==> config.mk <==
export PLATFORM = sky130hd
export DESIGN_NAME = myadd_serial_flat
export DESIGN_NICKNAME = d
export VERILOG_FILES = /design/src/rtl/myadd_serial_if.sv /design/src/rtl/myadd_serial.sv /design/src/flat_wrapper.sv
export SDC_FILE = /design/constraint.sdc
export NUM_CORES = 1
export LEC_CHECK = 0
export CORE_MARGIN = 2
export CORE_UTILIZATION = 36
export DETAILED_ROUTE_END_ITERATION = 10
export GPL_ROUTABILITY_DRIVEN = 0
export SETUP_SLACK_MARGIN = 0.4
export SLEW_MARGIN = 10
export SYNTH_ARGS = -nofsm -noshare
export SYNTH_HDL_FRONTEND = slang
export SYNTH_SLANG_ARGS = --single-unit
==> constraint.sdc <==
create_clock -name clk -period 3.26 [get_ports clk]
set_input_delay 0.978 -clock clk [delete_from_list [all_inputs] [get_ports clk]]
set_output_delay 0.978 -clock clk [all_outputs]
set_load 0.01 [all_outputs]
==> src/rtl/myadd_serial_if.sv <==
// Operand/result bundle for myadd_serial: launch request, operands and the
// registered result with its status flags.
interface myadd_serial_if #(
    parameter int unsigned WIDTH = 8
);
    logic             start;
    logic [WIDTH-1:0] a;
    logic [WIDTH-1:0] b;
    logic             cin;
    logic             sub;
    logic             busy;
    logic             done;
    logic [WIDTH-1:0] sum;
    logic             cout;
    logic             ovf;

    // Controller side: issues operations, reads results
    modport master (
        output start, a, b, cin, sub,
        input  busy, done, sum, cout, ovf
    );

    // Adder side
    modport slave (
        input  start, a, b, cin, sub,
        output busy, done, sum, cout, ovf
    );
endinterface

==> src/rtl/myadd_serial.sv <==
// myadd_serial: digit-serial adder/subtractor. DIGIT bits of the WIDTH-bit
// operands are added per clock, low digit first. Subtraction is done as
// a + ~b + ~cin, so cout reads as "no borrow" in subtract mode.
// WIDTH must be a multiple of DIGIT.
module myadd_serial #(
    parameter int unsigned WIDTH = 8,
    parameter int unsigned DIGIT = 2
) (
    input  logic          clk,
    input  logic          rst,
    myadd_serial_if.slave bus
);
    localparam int unsigned   N       = WIDTH / DIGIT;
    localparam int unsigned   CW      = (N > 1) ? $clog2(N) : 1;
    localparam logic [CW-1:0] CntLast = CW'(N - 1);

    typedef enum logic [1:0] {
        StIdle,
        StRun,
        StDone
    } state_t;

    state_t           r_state;
    logic [WIDTH-1:0] r_a;      // operand A, shifted right one digit per RUN cycle
    logic [WIDTH-1:0] r_b;      // operand B' (already inverted for subtract)
    logic [WIDTH-1:0] r_res;    // partial result, digits enter at the top
    logic             r_carry;
    logic [CW-1:0]    r_cnt;
    logic             r_busy;
    logic             r_done;
    logic [WIDTH-1:0] r_sum;
    logic             r_cout;
    logic             r_ovf;

    logic [DIGIT-1:0] w_dsum;
    logic [DIGIT:0]   w_c;      // w_c[i] is the carry into bit i of the current digit
    logic [WIDTH-1:0] w_res_next;

    // Ripple add of the current low digit plus the carry register
    always_comb begin
        w_c    = '0;
        w_dsum = '0;
        w_c[0] = r_carry;
        for (int i = 0; i < DIGIT; i++) begin
            w_dsum[i]  = r_a[i] ^ r_b[i] ^ w_c[i];
            w_c[i + 1] = (r_a[i] & r_b[i]) | (r_a[i] & w_c[i]) | (r_b[i] & w_c[i]);
        end
        w_res_next = (r_res >> DIGIT) | (WIDTH'(w_dsum) << (WIDTH - DIGIT));
    end

    // Control FSM, datapath registers and registered outputs
    always_ff @(posedge clk) begin
        if (rst) begin
            r_state <= StIdle;
            r_a     <= '0;
            r_b     <= '0;
            r_res   <= '0;
            r_carry <= 1'b0;
            r_cnt   <= '0;
            r_busy  <= 1'b0;
            r_done  <= 1'b0;
            r_sum   <= '0;
            r_cout  <= 1'b0;
            r_ovf   <= 1'b0;
        end else begin
            r_done <= 1'b0;
            case (r_state)
                // DONE accepts a new launch exactly like IDLE, giving back-to-back ops
                StIdle, StDone: begin
                    if (bus.start) begin
                        r_a     <= bus.a;
                        r_b     <= bus.sub ? ~bus.b : bus.b;
                        r_carry <= bus.sub ? ~bus.cin : bus.cin;
                        r_res   <= '0;
                        r_cnt   <= '0;
                        r_busy  <= 1'b1;
                        r_state <= StRun;
                    end else begin
                        r_busy  <= 1'b0;
                        r_state <= StIdle;
                    end
                end
                StRun: begin
                    r_a     <= r_a >> DIGIT;
                    r_b     <= r_b >> DIGIT;
                    r_res   <= w_res_next;
                    r_carry <= w_c[DIGIT];
                    if (r_cnt == CntLast) begin
                        // Top digit: its internal carries give carry-in/out of the MSB
                        r_sum   <= w_res_next;
                        r_cout  <= w_c[DIGIT];
                        r_ovf   <= w_c[DIGIT] ^ w_c[DIGIT - 1];
                        r_busy  <= 1'b0;
                        r_done  <= 1'b1;
                        r_state <= StDone;
                    end else begin
                        r_cnt <= r_cnt + 1'b1;
                    end
                end
                default: begin
                    r_busy  <= 1'b0;
                    r_state <= StIdle;
                end
            endcase
        end
    end

    assign bus.busy = r_busy;
    assign bus.done = r_done;
    assign bus.sum  = r_sum;
    assign bus.cout = r_cout;
    assign bus.ovf  = r_ovf;

endmodule

==> src/flat_wrapper.sv <==
// flat-port wrapper written by rule: the top's interface ports become plain ports
module myadd_serial_flat 
#(
    parameter int unsigned WIDTH = 8,
    parameter int unsigned DIGIT = 2
)
  (clk, rst, bus_start, bus_a, bus_b, bus_cin, bus_sub, bus_busy, bus_done, bus_sum, bus_cout, bus_ovf);
  myadd_serial_if #(.WIDTH(WIDTH)) bus_i ();
  input  logic clk;
  input  logic rst;
  input wire logic [$bits(bus_i.start)-1:0] bus_start;
  input wire logic [$bits(bus_i.a)-1:0] bus_a;
  input wire logic [$bits(bus_i.b)-1:0] bus_b;
  input wire logic [$bits(bus_i.cin)-1:0] bus_cin;
  input wire logic [$bits(bus_i.sub)-1:0] bus_sub;
  output wire logic [$bits(bus_i.busy)-1:0] bus_busy;
  output wire logic [$bits(bus_i.done)-1:0] bus_done;
  output wire logic [$bits(bus_i.sum)-1:0] bus_sum;
  output wire logic [$bits(bus_i.cout)-1:0] bus_cout;
  output wire logic [$bits(bus_i.ovf)-1:0] bus_ovf;
  assign bus_i.start = bus_start;
  assign bus_i.a = bus_a;
  assign bus_i.b = bus_b;
  assign bus_i.cin = bus_cin;
  assign bus_i.sub = bus_sub;
  assign bus_busy = bus_i.busy;
  assign bus_done = bus_i.done;
  assign bus_sum = bus_i.sum;
  assign bus_cout = bus_i.cout;
  assign bus_ovf = bus_i.ovf;
  myadd_serial #(.WIDTH(WIDTH), .DIGIT(DIGIT)) u_core (.clk(clk), .rst(rst), .bus(bus_i));
endmodule
==> results by group <==
Synthesis
  – Register area share after synthesis: 45.58%
  – FF+latch count, synth: 39
  – Post-synth EDFFs: 0
  – Synth Area per Inst: 9.111 um2
  – Post-synth top flop: dfxtp_1
  – Cell variety after synth: 30
  – Post-Synthesis Cells: 188
  – Syn nets: 212
  – Yosys warns: 0
  – Async SR Flop Fraction: 0%
  – Post-Synthesis Cell Area: 1713 um2

Timing
  – Worst-margin pin slew: 0.9189 ns
  – Unrepaired setup endpoints after global routing: no
  – Slew HR: 38.74%
  – Final Max Tran Viols: 0
  – Final count of hold timing violations: 0
  – Layout Skew: 0.001915 ns
  – Final period util: 67.36%
  – Final Setup Violations: 0
  – Maximum clock rate: 455.4 MHz
  – Post-route minimum period: 2.196 ns
  – Hold WS: 0.4542 ns
  – Setup TNS: 0 ns

Floorplan
  – FP Rows: 25
  – Die X: 72.98 um
  – Die area: 5326 um2
  – Io pins: 33
  – Die Ht: 72.98 um
  – Core area: 4661 um2
  – Initial Util: 36.75%

Detailed routing
  – Routed Antenna Nets: 0
  – Via count: 1354
  – Post-Route WL: 3327 um
  – DRT Pass-1 Iters: 4
  – DRT iter0 DRCs: 49
  – Routed WL per cell: 12.37 um
  – Via count normalized by instance count: 5.033
  – Remaining DRCs: 0

Pwr
  – Leak Pwr: 0.7188 nW
  – Power Density: 476.1 nW/um2
  – Peak VDD IR: 200.2 uV

Placement
  – DP Area: 1999 um2
  – Buffers on Ports: 32
  – Final HPWL DP: 2120 um

Clock tree
  – TritonCTS Buffers: 5
  – Clk pin slew, worst setup/hold paths: 0.07 ns
  – Buffer count from post-CTS setup fixing: 0
  – Clk_lat worst skew: 0.29 ns
  – CTS tree: done
  – Post-CTS Hold Buffers: 0
  – CTS sink count: 39
  – H-tree depth: 2
  – Longest Clk Path Bufs: 2
  – Clk root buf: clkbuf_8
  – Cts repair resizes: 0

Global routing
  – Grt total ovfl: 0
  – Largest net degree at the start of global routing: 40
  – First-pass GRT wire length: 5747 um
  – Initial antenna violation count: 0
  – Number of global-route vias before repair: 1285
  – Total GRT Usage: 13.82%

Run status
  – Run status: complete, no violations

Critical path
  – Crit start category: input pin
  – CP peak stage delay: 0.66 ns
  – CP Cell Sequence: clkdlybuf4s50_1, nand2b_1, nand3_1, a21oi_1
  – Crit-path max FO: 24
  – CP delay by family, top: simple AND/OR/NAND/NOR gates
  – CP Buf/Inv Count: 1
  – Worst EP required: 3.48 ns
  – Worst Setup End Kind: flop
  – WP data arrival: 2.42 ns
  – Critical Path Slowest Stage Cell: nand2b_1
  – Crit Path Class: input pin to flop

Final layout
  – Antenna cells: 0
  – Area Overhead vs Synth: 22.57%
  – Total Nets Final: 238
  – Final instance area: 2100 um2
  – Share of layout cells above drive strength 1: 9.302%

Min path
  – Hold WC Path Type: flop to flop

Run
  – MaxCap Viol Count: 0
report_power, final:
group          internal, mW  switching (mW)  total, mW
sequential            0.498          0.0146      0.512
combinational        0.0627          0.0677      0.130
clock                 0.193           0.164      0.357
cell usage in the layout (no fill, tap or decap), drive strengths merged, types with 2 or more instances in the layout:
cell           synthesis  final
dfxtp                 39     39
a21oi                 33     33
clkdlybuf4s50          0     32
nand2                 26     26
nand3                 22     22
a22oi                 11     11
xor2                   8      8
clkbuf                 3      8
nor2                   7      7
nand2b                 4      4
inv                    3      3
nand3b                 3      3
buf                   13      3
a211oi                 3      3
xnor2                  2      2
fa                     2      2
nor2b                  2      2
routing by layer:
| metal | GRT usage [%] | routed length (um) |
|---|---|---|
| met1 | 17.60 | 1640 |
| met2 | 21.72 | 1520 |
| met3 | 5.110 | 122 |
| met4 | 4.321 | 44 |
| met5 | 0 | 0 |
flip-flops by register name, indices dropped and copies added, names as in the netlist:
signal / flops
u_core.r_cnt: 2
u_core.bus.sum: 8
u_core.r_carry: 1
u_core.bus.done: 1
u_core.bus.ovf: 1
u_core.r_state: 2
u_core.bus.cout: 1
u_core.r_b: 8
u_core.r_res: 6
u_core.bus.busy: 1
u_core.r_a: 8
Yosys cell counts (all sizes together) (4+ instances only):
library cell / n / area, um2
buf: 13 / 112.6
a22oi: 11 / 107.6
nand2: 26 / 97.59
xor2: 8 / 70.07
a21oi: 33 / 165.2
dfxtp: 39 / 780.8
nor2: 7 / 26.28
nand2b: 4 / 27.53
nand3: 22 / 110.1
cell families (layout without fill, tap and decap cells):
| kind of cell | Yosys count | count (layout) | share of synthesized area, % |
|---|---|---|---|
| adder cells (fa/ha/maj) | 3 | 3 | 3.068 |
| flip-flops | 39 | 39 | 45.58 |
| multiplexers | 1 | 1 | 0.5844 |
| buffers and inverters | 19 | 46 | 7.888 |
| XOR/XNOR | 10 | 10 | 5.114 |
| AND/OR/NAND/NOR | 67 | 67 | 18.99 |
| AO/OA/AOI/OAI | 49 | 49 | 18.77 |
path summary, 6_finish.rpt:
kind,startpoint,endpoint,slack [ns],depth (start not counted)
worst max-delay path,bus_start,u_core.r_res[5]$_SDFFE_PP0P_,1.06,4
worst min register to register,u_core.bus.sum[3]$_SDFFE_PP0P_,u_core.bus.sum[3]$_SDFFE_PP0P_,0.45,2
worst min-delay path,u_core.bus.sum[3]$_SDFFE_PP0P_,u_core.bus.sum[3]$_SDFFE_PP0P_,0.45,2
worst max register to register,u_core.r_carry$_SDFFE_PP0P_,u_core.r_res[7]$_SDFFE_PP0P_,1.59,5
worst reg2reg max path, cell delays in order (launching register included):
cell      delay, ns
dfxtp_1        0.33
fa_1           0.47
inv_1          0.09
fa_1           0.43
nand2b_1       0.16
a21oi_1        0.13
final cells by class:
class / instances / area [um2]
Tap cell: 54 / 67.56
Timing Repair Buffer: 35 / 342.8
Multi-Input combinational cell: 130 / 797.0
Fill cell: 484 / 2561
Inverter: 3 / 11.26
Sequential cell: 39 / 780.7
Clock buffer: 8 / 100.1
per-stage QoR:
stage / setup WS (ns) / std cells / utilization (%) / power (mW)
5_1_grt: 0.8667 / 269 / 45.05 / 1.050
2_1_floorplan: 1.543 / 188 / - / 0.6206
3_5_place_dp: 0.7470 / 261 / 42.90 / 0.6549
6_report: 1.064 / 269 / 45.05 / 0.9996
3_3_place_gp: 0.7770 / 261 / 42.90 / 0.6540
4_1_cts: 1.054 / 269 / 45.05 / 1.011
Power figures use the tool's default switching activity.
